<file path="config.mk">
export PLATFORM = sky130hd
export DESIGN_NAME = id_exe_reg
export DESIGN_NICKNAME = d
export VERILOG_FILES = /design/src/rtl/id_exe_reg.sv
export SDC_FILE = /design/constraint.sdc
export NUM_CORES = 1
export LEC_CHECK = 0
export CAP_MARGIN = 15
export CORE_AREA = 2 2 131 133
export CTS_CLUSTER_DIAMETER = 200
export DETAILED_ROUTE_END_ITERATION = 6
export DIE_AREA = 0 0 133 135
export PLACE_DENSITY_LB_ADDON = 0.05
export SLEW_MARGIN = 10
export SYNTH_ARGS = -nofsm -noshare
export SYNTH_HDL_FRONTEND = slang
export SYNTH_SLANG_ARGS = --single-unit
</file>
<file path="constraint.sdc">
create_clock -name clk -period 2.35 [get_ports clk]
set_input_delay 0.47 -clock clk [delete_from_list [all_inputs] [get_ports clk]]
set_output_delay 0.47 -clock clk [all_outputs]
set_load 0.1 [all_outputs]
</file>
<file path="src/rtl/id_exe_reg.sv">
// rtl/id_exe_reg.sv - ID/EXE pipeline register with stall, flush-to-bubble and bubble counter
module id_exe_reg (
  input  logic        clk,
  input  logic        rst,
  input  logic        freeze,
  input  logic        flush,
  input  logic        valid_in,
  input  logic [31:0] pc_in,
  input  logic [31:0] val_rn_in,
  input  logic [31:0] val_rm_in,
  input  logic [11:0] shift_operand_in,
  input  logic        imm_in,
  input  logic [23:0] signed_imm_24_in,
  input  logic [3:0]  exe_cmd_in,
  input  logic [3:0]  dest_in,
  input  logic [3:0]  src1_in,
  input  logic [3:0]  src2_in,
  input  logic [3:0]  status_in,
  input  logic        mem_r_en_in,
  input  logic        mem_w_en_in,
  input  logic        wb_en_in,
  input  logic        b_in,
  input  logic        s_in,
  output logic        valid_out,
  output logic [31:0] pc_out,
  output logic [31:0] val_rn_out,
  output logic [31:0] val_rm_out,
  output logic [11:0] shift_operand_out,
  output logic        imm_out,
  output logic [23:0] signed_imm_24_out,
  output logic [3:0]  exe_cmd_out,
  output logic [3:0]  dest_out,
  output logic [3:0]  src1_out,
  output logic [3:0]  src2_out,
  output logic [3:0]  status_out,
  output logic        mem_r_en_out,
  output logic        mem_w_en_out,
  output logic        wb_en_out,
  output logic        b_out,
  output logic        s_out,
  output logic [15:0] bubble_cnt
);

  typedef struct packed {
    logic        valid;
    logic [31:0] pc;
    logic [31:0] val_rn;
    logic [31:0] val_rm;
    logic [11:0] shift_operand;
    logic        imm;
    logic [23:0] signed_imm_24;
    logic [3:0]  exe_cmd;
    logic [3:0]  dest;
    logic [3:0]  src1;
    logic [3:0]  src2;
    logic [3:0]  status;
    logic        mem_r_en;
    logic        mem_w_en;
    logic        wb_en;
    logic        b;
    logic        s;
  } stage_t;

  stage_t      stage_d, stage_q;
  logic [15:0] bubble_cnt_d, bubble_cnt_q;

  always_comb begin
    stage_d      = stage_q;
    bubble_cnt_d = bubble_cnt_q;
    if (flush) begin
      stage_d = '0;
      if (bubble_cnt_q != 16'hFFFF) begin
        bubble_cnt_d = bubble_cnt_q + 16'd1;
      end
    end else if (!freeze) begin
      // Operand-2 triple (val_rm, shift_operand, imm) is loaded in the same edge as everything else.
      stage_d.valid         = valid_in;
      stage_d.pc            = pc_in;
      stage_d.val_rn        = val_rn_in;
      stage_d.val_rm        = val_rm_in;
      stage_d.shift_operand = shift_operand_in;
      stage_d.imm           = imm_in;
      stage_d.signed_imm_24 = signed_imm_24_in;
      stage_d.exe_cmd       = exe_cmd_in;
      stage_d.dest          = dest_in;
      stage_d.src1          = src1_in;
      stage_d.src2          = src2_in;
      stage_d.status        = status_in;
      // An empty slot must not write, access memory, branch or set flags.
      stage_d.mem_r_en      = mem_r_en_in & valid_in;
      stage_d.mem_w_en      = mem_w_en_in & valid_in;
      stage_d.wb_en         = wb_en_in & valid_in;
      stage_d.b             = b_in & valid_in;
      stage_d.s             = s_in & valid_in;
    end
  end

  always_ff @(posedge clk) begin
    if (!rst) begin
      stage_q      <= '0;
      bubble_cnt_q <= '0;
    end else begin
      stage_q      <= stage_d;
      bubble_cnt_q <= bubble_cnt_d;
    end
  end

  assign valid_out         = stage_q.valid;
  assign pc_out            = stage_q.pc;
  assign val_rn_out        = stage_q.val_rn;
  assign val_rm_out        = stage_q.val_rm;
  assign shift_operand_out = stage_q.shift_operand;
  assign imm_out           = stage_q.imm;
  assign signed_imm_24_out = stage_q.signed_imm_24;
  assign exe_cmd_out       = stage_q.exe_cmd;
  assign dest_out          = stage_q.dest;
  assign src1_out          = stage_q.src1;
  assign src2_out          = stage_q.src2;
  assign status_out        = stage_q.status;
  assign mem_r_en_out      = stage_q.mem_r_en;
  assign mem_w_en_out      = stage_q.mem_w_en;
  assign wb_en_out         = stage_q.wb_en;
  assign b_out             = stage_q.b;
  assign s_out             = stage_q.s;
  assign bubble_cnt        = bubble_cnt_q;

endmodule

</file>
Word level (Yosys, flattened, before mapping)
Cells that the tools add are included.
{"block": "op_classes", "eq_ne": 1, "n_reduce_logical": 2, "bitwise": 6, "add_sub_neg": 1}
{"op": "$add 16x1->16 const B", "count": 1}
{"op": "$ne 16x16->1 const B", "count": 1}
{"op": "$and 1x1->1", "count": 5}
{"op": "$reduce_and 2->1", "count": 1}
{"op": "$reduce_or 2->1", "count": 1}
{"op": "$not 1->1", "count": 1}
{"block": "word_totals", "regBits": 175, "out_inout_bits": 175, "in_bits": 163, "word_cells": 28}

Longest topological paths before layout
{"block": "logic_depth", "ltp_word": 2, "mapped_depth": 6, "mapped_depth_nobuf": 5}

Worst setup path before layout
No wires, ideal clock.
{"block": "synth_timing", "kind": "reg2reg", "startpoint": "register bubble_cnt_q[2], in the netlist bubble_cnt[2]", "endpoint": "register bubble_cnt_q[9], in the netlist bubble_cnt[9]", "slack_ns": -0.155, "period_less_slack_ns": 2.505, "path_buffers": 1, "t_required_ns": 2.279, "setup_ns": 0.071, "arrival_time_ns": 2.435, "stages_incl_launch_ff": 6, "cell_sequence": "dfxtp_1 nand4_4 or3_1 clkbuf_2 or4_1 a21oi_1"}
{"block": "synth_via", "elab_chain_len": 2, "elab_cells_between_ends": 3, "cone_classes": "add/sub (1); eq/ne (1); reduce/logical (1)"}
{"element": "start: declaration", "line_no": "65", "text": "logic [15:0] bubble_cnt_d, bubble_cnt_q;"}
{"element": "start signal: assignment", "line_no": "104", "text": "bubble_cnt_q <= bubble_cnt_d;"}
{"element": "parallel branches: the longest is 2 deep, another holds $add 16x1->16"}
Parallel ways; which one is timed is not known.
A chain may end at the register's enable or synchronous reset.

Final worst setup path
{"block": "layout_timing", "startpoint": "register bubble_cnt_q[8], in the netlist bubble_cnt[8]", "endpoint": "register bubble_cnt_q[4], in the netlist bubble_cnt[4]"}
{"block": "layout_via", "elab_chain_len": 2}
{"element": "$ne 16x16->1", "line_no": "72", "text": "if (bubble_cnt_q != 16'hFFFF) begin"}
{"element": "$reduce_and 2->1 (no source line)"}
Every way passes these cells.

==> metrics <==
Routed WL per cell=16.34 um; row count=47; synth warn=0; gp weighted congestion=0.8133; Min-Delay Path Class=reg -> reg; final hold viol count=0; die height=135 um; Synth top area share=55.45%; Total GRT Usage=21.00%; final max-slew violation count=0; Hold Buf Count CTS=0; Placed Cells=1141; Seq cells post-synth=175; Core Box Area=0.01641 mm2; worst vdd ir=0.0004881 V; DIE WIDTH=133 um; Die Area=0.01796 mm2; fraction of registers with async set/reset=0%; area leader, netlist=dfxtp_1; Post-Syn Area=0.006319 mm2; final hold slack=0.4932 ns; clock latency on the worst-skew pair=0.42 ns; Adder-Cell Fraction of Synth Area=0.1980%; post-route ant nets=0; setup bufs post-CTS=0; Critical Path Start Type=register; CTS Buffer Depth=2; final setup margin=0.4904 ns; setup tns final=0 ns; Synth Instances=611; static leakage=4.584 nW; Mean Syn Cell Area=10.34 um2; Crit Path Max Fanout=7; Worst-Margin Slew=0.6436 ns; IO Port Bufs=337; Post-route DRC=0; layout cell share with drive strength beyond 1=23.82%; worst slack, placed=0.1761 ns; Synthesized Nets=775; RSZ-0062 raised after global routing=false; Critical Path End Type=register; sequential fraction of the synthesis area=55.45%; Tot Pwr=7.236 mW; MaxCap Viol Count=0; Inserted Clock Buffers=17; largest cells by area after synthesis=dfxtp_1 55%, mux2i_1 25%, nor2_1 9.8%; arrival time at the worst endpoint=2.21 ns; Synth Area in Compound Gates=2.990%; vias in the first global route=5551; initial antenna violation count=0; nets=1104; grt ovf=0; Rel. slew slack=56.53%; final WL=19170 um; Setup violations, final=0; Area after DPL=0.009552 mm2; CTS tree=done; Finished Cell Area=0.01011 mm2; via count=5560; fin crit share=79.13%; Simple-Gate Fraction of Synth Area=13.66%; Distinct cells, synth=34; Num Clock Sinks=175; prevailing post-synth register cell=dfxtp_1; Non-Filler Instances=1173; n_diodes=0; first-pass GRT wire length=29350 um; xor/xnor share of the synthesized area=0.5545%; post-DP HPWL=14630 um; main combinational cell family by area after synthesis=multiplexers; power per cell area=715.5 mW/mm2; Post-CTS Resized=0; Root Driver=clkbuf_16; post-synthesis mux area share=24.55%; Post-synth EDFFs=0; CP Data Required Time=2.70 ns; Worst Setup Path Type=reg -> reg; status=complete, no violations; Initial DRT Pass Iterations=4; Final Util=61.64%; Max H-tree Level=4; IO Pins=338; initial core utilization=38.51%; min Tclk post-route=1.860 ns; Clock Skew=0.003651 ns; initial drt markers=208; largest net degree at the start of global routing=89; clk slew on worst S/H paths=0.07 ns; Area growth syn-to-layout=60.06%; via/cell ratio=4.740; Max Clock Freq=0.5378 GHz
## state kept, by name, summed over array words and instances, names as in the netlist, 4 cells and up
signal and flops:
src1_out 4, exe_cmd_out 4, signed_imm_24_out 24, pc_out 32
shift_operand_out 12, src2_out 4, val_rm_out 32, val_rn_out 32
dest_out 4, status_out 4, bubble_cnt 16
## cells in the final DEF, fill, tap and decap left out, drive strengths merged, types with 2 or more instances in the layout
cell type,instances
a22oi,5
inv,4
o41ai,2
nand3,7
o21ai,5
nand2b,3
nand2,7
clkbuf,23
a21oi,8
nor2,165
clkinvlp,5
clkdlybuf4s50,161
nor3,2
or4,4
xor2,2
buf,187
and4,2
dfxtp,175
clkinv,4
mux2i,155
o31ai,5
xnor2,2
or3,4
nand4,6
## metal layers
| metal | part of all wire [%] | up-vias | GRT usage [%] |
|---|---|---|---|
| li1 | - | 2734 | - |
| met1 | 37 | 2571 | 21.86 |
| met2 | 52 | 227 | 37.91 |
| met3 | 9.0 | 28 | 8.033 |
| met4 | 2.5 | 0 | 8.901 |
| met5 | 0 | - | 0 |
## path summary, 6_finish.rpt
kind	cells after the start	slack, ns	end	start
worst max-delay path	4	0.49	bubble_cnt[4]	bubble_cnt[8]
worst min-delay path	2	0.49	valid_out	valid_out
worst max register to register	4	0.49	bubble_cnt[4]	bubble_cnt[8]
worst min register to register	2	0.49	valid_out	valid_out
## Yosys cell counts (4+ instances only)
cell type	number
o21ai_0	5
a22oi_1	5
nand3_1	7
clkbuf_1	33
o31ai_1	5
a21oi_1	8
nor2_1	165
dfxtp_1	175
mux2i_1	155
or4_1	4
nand4_1	5
buf_1	4
nand2_1	7
inv_1	4
## where the power goes
group / switching, mW / internal [mW]
clock: 1.14 / 1.54
combinational: 0.940 / 0.506
sequential: 0.0537 / 3.06
## cell type report
type | count | area (um2)
Fill cell | 1373 | 6294
Tap cell | 220 | 275.3
Multi-Input combinational cell | 393 | 2659
Inverter | 4 | 15.01
Timing Repair Buffer | 349 | 3092
Sequential cell | 175 | 3511
Clock inverter | 10 | 87.58
Clock buffer | 22 | 474.2
## kinds of logic (layout without fill, tap and decap cells)
logic type / count (synthesis) / in the layout
AO/OA/AOI/OAI: 29 / 29
XOR/XNOR: 4 / 4
adder cells (fa/ha/maj): 1 / 1
buffers and inverters: 43 / 385
flip-flops: 175 / 175
multiplexers: 155 / 155
AND/OR/NAND/NOR: 204 / 204
## critical path: stages, from the launching register on
cell and delay [ns]:
dfxtp_1 0.47, nand4_1 0.28, o41ai_1 0.72, o21ai_0 0.17, a21oi_1 0.14
No activity file was read; power rests on OpenSTA's default activity.
